`config.mk`:
```
export PLATFORM = sky130hd
export DESIGN_NAME = mux_n_pipe
export DESIGN_NICKNAME = d
export VERILOG_FILES = /design/src/rtl/mux_n_pipe_pkg.sv /design/src/rtl/mux_n_pipe_comb.sv /design/src/rtl/mux_n_pipe.sv
export SDC_FILE = /design/constraint.sdc
export NUM_CORES = 1
export LEC_CHECK = 0
export CAP_MARGIN = 20
export CORE_MARGIN = 2
export CORE_UTILIZATION = 35
export CTS_BUF_LIST = sky130_fd_sc_hd__clkbuf_8
export DETAILED_ROUTE_END_ITERATION = 8
export PLACE_DENSITY = 0.82
export REMOVE_ABC_BUFFERS = 1
export SETUP_SLACK_MARGIN = 0.15
export SYNTH_ARGS = -nofsm -noshare
export SYNTH_HDL_FRONTEND = slang
export SYNTH_HIERARCHICAL = 1
export SYNTH_SLANG_ARGS = --single-unit
```
`constraint.sdc`:
```
create_clock -name clk -period 1.4 [get_ports clk]
set_clock_uncertainty 0.1 [all_clocks]
set_input_delay 0.21 -clock clk [delete_from_list [all_inputs] [get_ports clk]]
set_output_delay 0.21 -clock clk [all_outputs]
set_load 0.02 [all_outputs]
```
`src/rtl/mux_n_pipe_pkg.sv`:
```
// Shared constants for the N:1 pipelined mux: default geometry and the
// select-source encoding used by the optional round-robin mode.
package mux_n_pipe_pkg;

    // Default data width and input count used when a parent does not override.
    localparam int DEF_WIDTH  = 16;
    localparam int DEF_NUM_IN = 4;

    // Legal input-count range for NUM_IN.
    localparam int NUM_IN_MIN = 2;
    localparam int NUM_IN_MAX = 16;

    // Where the select for an accepted word comes from.
    typedef enum logic {
        SEL_EXT = 1'b0,  // external sel port
        SEL_RR  = 1'b1   // internal round-robin pointer
    } sel_mode_e;

endpackage

```
`src/rtl/mux_n_pipe_comb.sv`:
```
// Combinational N:1 select. Codes that match no input drive zero and raise
// err, so a non-power-of-two NUM_IN never reads past the packed bus.
module mux_n_comb #(
    parameter  int WIDTH  = 16,
    parameter  int NUM_IN = 4,
    localparam int SEL_W  = $clog2(NUM_IN)
) (
    input  logic [NUM_IN*WIDTH-1:0] in_bus,
    input  logic [SEL_W-1:0]        sel,
    output logic [WIDTH-1:0]        o,
    output logic                    err
);

    // Indexed select with out-of-range zeroing.
    always_comb begin
        // NOTE: defaults come first so every path assigns o and err; no latch is inferred.
        o   = '0;
        err = 1'b1;
        for (int k = 0; k < NUM_IN; k++) begin
            if (sel == SEL_W'(k)) begin
                o   = in_bus[k*WIDTH +: WIDTH];
                err = 1'b0;
            end
        end
    end

endmodule

```
`src/rtl/mux_n_pipe.sv`:
```
// mux_n_pipe: N:1 datapath mux with one registered output stage and a
// valid/ready handshake (one-cycle latency, full throughput, backpressure).
// Optional feature: define MUX_RR_EN to add the mode port and an internal
// round-robin select pointer.
module mux_n_pipe
    import mux_n_pipe_pkg::*;
#(
    parameter  int WIDTH  = DEF_WIDTH,
    parameter  int NUM_IN = DEF_NUM_IN,
    localparam int SEL_W  = $clog2(NUM_IN)
) (
    input  logic                    clk,
    input  logic                    reset,
    input  logic [NUM_IN*WIDTH-1:0] in_bus,
    input  logic [SEL_W-1:0]        sel,
    input  logic                    in_valid,
    output logic                    in_ready,
    output logic [WIDTH-1:0]        o,
    output logic [SEL_W-1:0]        out_sel,
    output logic                    out_valid,
    input  logic                    out_ready,
    output logic                    sel_err
`ifdef MUX_RR_EN
    ,
    input  logic                    mode
`endif
);

    logic             accept;
    logic [SEL_W-1:0] eff_sel;
    logic [WIDTH-1:0] mux_o;
    logic             mux_err;

    // The stage can take a word when it is empty or its word leaves this cycle.
    assign in_ready = !out_valid || out_ready;
    assign accept   = in_valid && in_ready;

`ifdef MUX_RR_EN
    logic [SEL_W-1:0] rr_ptr;

    // Select source: round-robin pointer in RR mode, external sel otherwise.
    assign eff_sel = (sel_mode_e'(mode) == SEL_RR) ? rr_ptr : sel;

    // Round-robin pointer advances on each RR-mode accept and wraps at NUM_IN-1.
    always_ff @(posedge clk or posedge reset) begin
        if (reset) begin
            rr_ptr <= '0;
        end else if (accept && sel_mode_e'(mode) == SEL_RR) begin
            // NOTE: sequential state uses non-blocking assignments so every register
            // samples pre-edge values, independent of block ordering.
            rr_ptr <= (rr_ptr == SEL_W'(NUM_IN - 1)) ? '0 : rr_ptr + 1'b1;
        end
    end
`else
    // Only the external select exists in this build.
    assign eff_sel = sel;
`endif

    mux_n_comb #(
        .WIDTH  (WIDTH),
        .NUM_IN (NUM_IN)
    ) u_comb (
        .in_bus (in_bus),
        .sel    (eff_sel),
        .o      (mux_o),
        .err    (mux_err)
    );

    // Output stage: load on accept, clear valid on drain, hold otherwise.
    always_ff @(posedge clk or posedge reset) begin
        if (reset) begin
            o         <= '0;
            out_sel   <= '0;
            sel_err   <= 1'b0;
            out_valid <= 1'b0;
        end else if (accept) begin
            o         <= mux_o;
            out_sel   <= eff_sel;
            sel_err   <= mux_err;
            out_valid <= 1'b1;
        end else if (out_ready) begin
            out_valid <= 1'b0;
        end
    end

endmodule
```
# After elaboration in Yosys (flattened, before gate mapping)
# Cells that the tools add are included.
totals:
  wordCells: 22
  ff_bits: 20
  out_inout_bits: 21
  input_bits: 70
op_classes:
  n_reduce_logical: 5
  muxes: 10
  n_eq_ne: 3
ops:
  columns: ["operator", "n"]
  rows:
  - ["16-bit two-way mux", 4]
  - ["1-bit two-way mux", 6]
  - ["2-bit equality test (second input constant)", 2]
  - ["2-bit by 1-bit equality test with 1-bit output (second input constant)", 1]
  - ["2-bit logical NOT", 1]
  - ["2-bit nonzero test", 1]
  - ["1-bit logical AND", 1]
  - ["1-bit logical NOT", 1]
  - ["1-bit logical OR", 1]

# Logic depth before layout (Yosys ltp)
logic_depth:
  ltp_word: 5
  depth_mapped: 4
  ltp_nobuf: 3

# By module
# The synthesis kept the hierarchy.
modules_own_cells:
  columns: ["mod", "instances", "seq_area_each_um2", "cells_per_inst", "area_each_um2"]
  rows:
  - ["mux_n_pipe", 1, 500.5, 44, 798.3]
  - ["mux_n_comb", 1, 0.0, 22, 435.4]

# Worst setup path after synthesis
# OpenSTA, ideal clock, no wires.
synth_timing:
  path_kind: "register to register"
  start: "register out_valid"
  end: "register o[0]"
  setup_slack_ps: -41
  arrival_time_ps: 1216
  t_required_ps: 1175
  period_less_slack_ps: 1441
  setup_ps: 125
  path_stages_with_launch: 5
  path_buffers: 1
  path_cell_list: "dfrtp_1 nand2b_4 nand2_4 buf_6 mux2_4"
synth_via:
  elab_chain_cells: 3
synth_rtl:
  columns: ["item", "line_no", "text"]
  rows:
  - ["start: declaration", "mux_n_pipe.sv:20", "output logic out_valid,"]
  - ["start signal: assignment", "mux_n_pipe.sv:75", "out_valid <= 1'b0;"]
  - ["start signal: assignment", "mux_n_pipe.sv:80", "out_valid <= 1'b1;"]
  - ["start signal: assignment", "mux_n_pipe.sv:82", "out_valid <= 1'b0;"]
  - ["1-bit logical NOT", "mux_n_pipe.sv:35", "assign in_ready = !out_valid || out_ready;"]
  - ["1-bit logical OR", "mux_n_pipe.sv:35", null]
  - ["named net in_ready", "mux_n_pipe.sv:17", "output logic in_ready,"]
  - ["1-bit logical AND", "mux_n_pipe.sv:36", "assign accept = in_valid && in_ready;"]
  - ["end signal: assignment", "mux_n_pipe.sv:77", "o <= mux_o;"]
  - ["end: declaration", "mux_n_pipe.sv:18", "output logic [WIDTH-1:0] o,"]
# The timed path passes the listed nets, and every way through them passes these cells.
# A chain may end at the register's enable or synchronous reset.

# Worst setup path after layout
layout_timing:
  start: "register out_valid"
  end: "output port in_ready"
layout_via:
  elab_chain_cells: 2
layout_rtl:
  columns: ["item", "line_no"]
  rows:
  - ["1-bit logical NOT", "mux_n_pipe.sv:35"]
  - ["1-bit logical OR", "mux_n_pipe.sv:35"]
  - ["end: declaration", "mux_n_pipe.sv:17"]
# Every way passes these cells.

==> flow_summary.yaml <==
global_routing:
  grt_pass1_wl_um: 5620
  grt_use_total_pct: 18.6
  grt_antenna_before_repair: 0
  grt_overflow: 0
  grt_max_degree: 21
  grt_pass1_vias: 1180
sta:
  rsz0062_at_grt: "yes"
  post-route-period-util_pct: 89.5
  whs_ps: 181
  fin_setup_tns_ps: 0
  finalHoldViolCount: 0
  fin_ws_ps: 148
  max_freq_ghz: 0.799
  drv_slew: 0
  setup_viol: 0
  fin_crit_ps: 1250
synth:
  synth_ff_type: "dfrtp_1"
  netlist_top_cells_area: "dfrtp_1 (41%), mux4_2 (18%), mux4_1 (13%), mux2_4 (12%), mux2_2 (8.2%)"
  synth_top_area_cell: "dfrtp_1"
  synth_seq_area_share_pct: 40.6
  synth_edf_count: 0
  synthArstFlopShare_pct: 100
  netlist_area_um2: 1230
  synth_most_common_cell: "dfrtp_1"
  netlist.area_leader.share_pct: 40.6
  synth.avg_cell_area_um2: 18.7
  netlist-cell-type-count: 14
  ys_seq_elements: 20
  ys_top_cells_by_count: "dfrtp_1 (20), mux2_4 (10), mux4_2 (10)"
  yosysWarningCount: 6
  synth_cells: 66
die:
  row_count: 21
  initial_utilization_pct: 36.7
  num_io_pins: 91
  core_um2: 3360
  fp.dieH_um: 63.4
  fp.dieArea_um2: 4020
  die_x_um: 63.4
cells_and_area:
  syn_to_final_growth_pct: 78.6
  stdcell_count: 207
  drive_above_1_share_pct: 44.1
  fin_util_pct: 65.5
  nets: 232
  antennaDiodeCount: 0
  fin_area_um2: 2200
setup_path:
  endpoint_kind: "output pin"
  worstPathArrival_ps: 940
  cpMaxStageDelayCell: "dfrtp_1"
  path_buf_inv: 1
  reg2reg_to: "o[6]"
  critPathMaxFanout: 4
  worst-path-stages: 2
  path_cells: "nand2b_4, buf_6"
  critPathMaxStageDelay_ps: 410
  reg2reg_slack_ps: 170
  crit_required_ps: 1090
  crit_family: "flip-flops"
  worst-setup-path-type: "reg -> out"
  reg2reg_from: "out_valid"
  setup.worst_path.start_class: "register"
  r2r_cells: 3
routing:
  num_vias: 1000
  drt-initial-drc-count: 19
  wl_um: 3470
  antenna_left: 0
  drcViolationCount: 0
  drtPass1Iterations: 3
  via_per_inst: 4.83
  wl_per_cell_um: 16.7
power_and_ir_drop:
  peakVddDrop_v: 0.000464
  p_int_mw: 1.52
  swShare_pct: 27.8
  total_power_mw: 2.10
  power.switching_uw: 585
  pwr_density_cell_nw_per_um2: 954
  pwr-share-comb_pct: 37.0
  cellLeakagePower_nw: 1.09
  power.share.clock_pct: 27.6
  pwr-share-seq_pct: 35.4
clocking:
  cts_hold_buf: 0
  worstSkewPairLatency_ps: 260
  cts_htree_levels: 1
  cts_tree: "built"
  cts_root_buf: "clkbuf_8"
  clk_pin_slew_worst_paths_ps: 80
  clock_sinks: 20
  ctsLongestPathBuffers: 2
  numCtsBuffers: 3
hold_path:
  holdCritPathClass: "in -> async"
placement:
  finalWeightedCongestion: 0.675
  dp_hpwl_um: 2520
  placed_cells: 200
  portBuffers: 90
  pre_cts_ws_ps: -573
  placed_cell_area_um2: 2170
run_status:
  status: "finished, final reports clean"
run:
  maxCapViolations: 0
-- logic make-up after synthesis --
kind of cell | share of synthesized area [%]
buffers and inverters | 5.17
other | 0.304
muxes | 51.4
and+or+nand+nor | 2.54
DFF | 40.6
-- power by group through the flow --
stage               clock network [mW]  logic (mW)  registers, mW
finish                           0.579       0.778          0.744
global route                     0.616       0.826          0.757
CTS                              0.595       0.824          0.745
detailed placement                   0       0.863          0.752
global placement                     0       0.850          0.749
floorplan                            0       0.246          0.881
-- layer usage --
layer	up-vias	GRT usage (%)	share of wire, %
met5	-	0	0
met4	0	6.52	0.66
met3	2	7.14	10
met2	58	31.8	50
met1	487	21.2	39
li1	453	-	-
-- layout by cell type, fill, tap and decap left out --
master	instances
nand2_8	1
buf_12	1
bufinv_16	1
buf_8	1
mux4_2	16
clkdlybuf4s50_1	1
clkdlybuf4s15_2	9
conb_1	1
nand2b_1	1
mux2_2	3
dlygate4sd2_1	62
bufbuf_16	1
buf_2	9
clkbuf_8	3
buf_6	3
dfrtp_1	20
nand2_4	1
inv_1	1
mux2_4	16
nand2b_4	1
buf_4	2
clkbuf_2	3
dlymetal6s2s_1	4
-- worst max-delay path by stage --
stage | start | slack, ps | endpoint
floorplan | out_valid | -20 | o[10]
global placement | sel[0] | -530 | o[4]
detailed placement | sel[0] | -570 | o[4]
CTS | in_bus[63] | 120 | o[15]
global route | out_valid | 110 | in_ready
finish | out_valid | 150 | in_ready
-- worst min-delay path, stage by stage --
cell and delay, ps:
clkdlybuf4s50_1 400, inv_1 50, buf_4 270
-- flip-flops by register name, summed over array words and instances (netlist names) --
register   cells
o             16
out_sel        2
out_valid      1
sel_err        1
-- layout make-up --
type / count / area [µm²]
repair buffers: 96 / 881
well taps: 46 / 57.6
clock buffers: 3 / 41.3
fillers: 299 / 1160
multi-input cells: 40 / 689
clock inverters: 1 / 30.0
inverters: 1 / 3.75
flip-flops and latches: 20 / 500
-- what timing repair did --
action | CTS | global route
endpoints found under the setup margin | 40 | 26
resized for setup | 150 | 17
buffers inserted | 0 | 0
pin swaps | 1 | 0
cloned | 3 | 0
No activity file was read; power rests on OpenSTA's default activity.
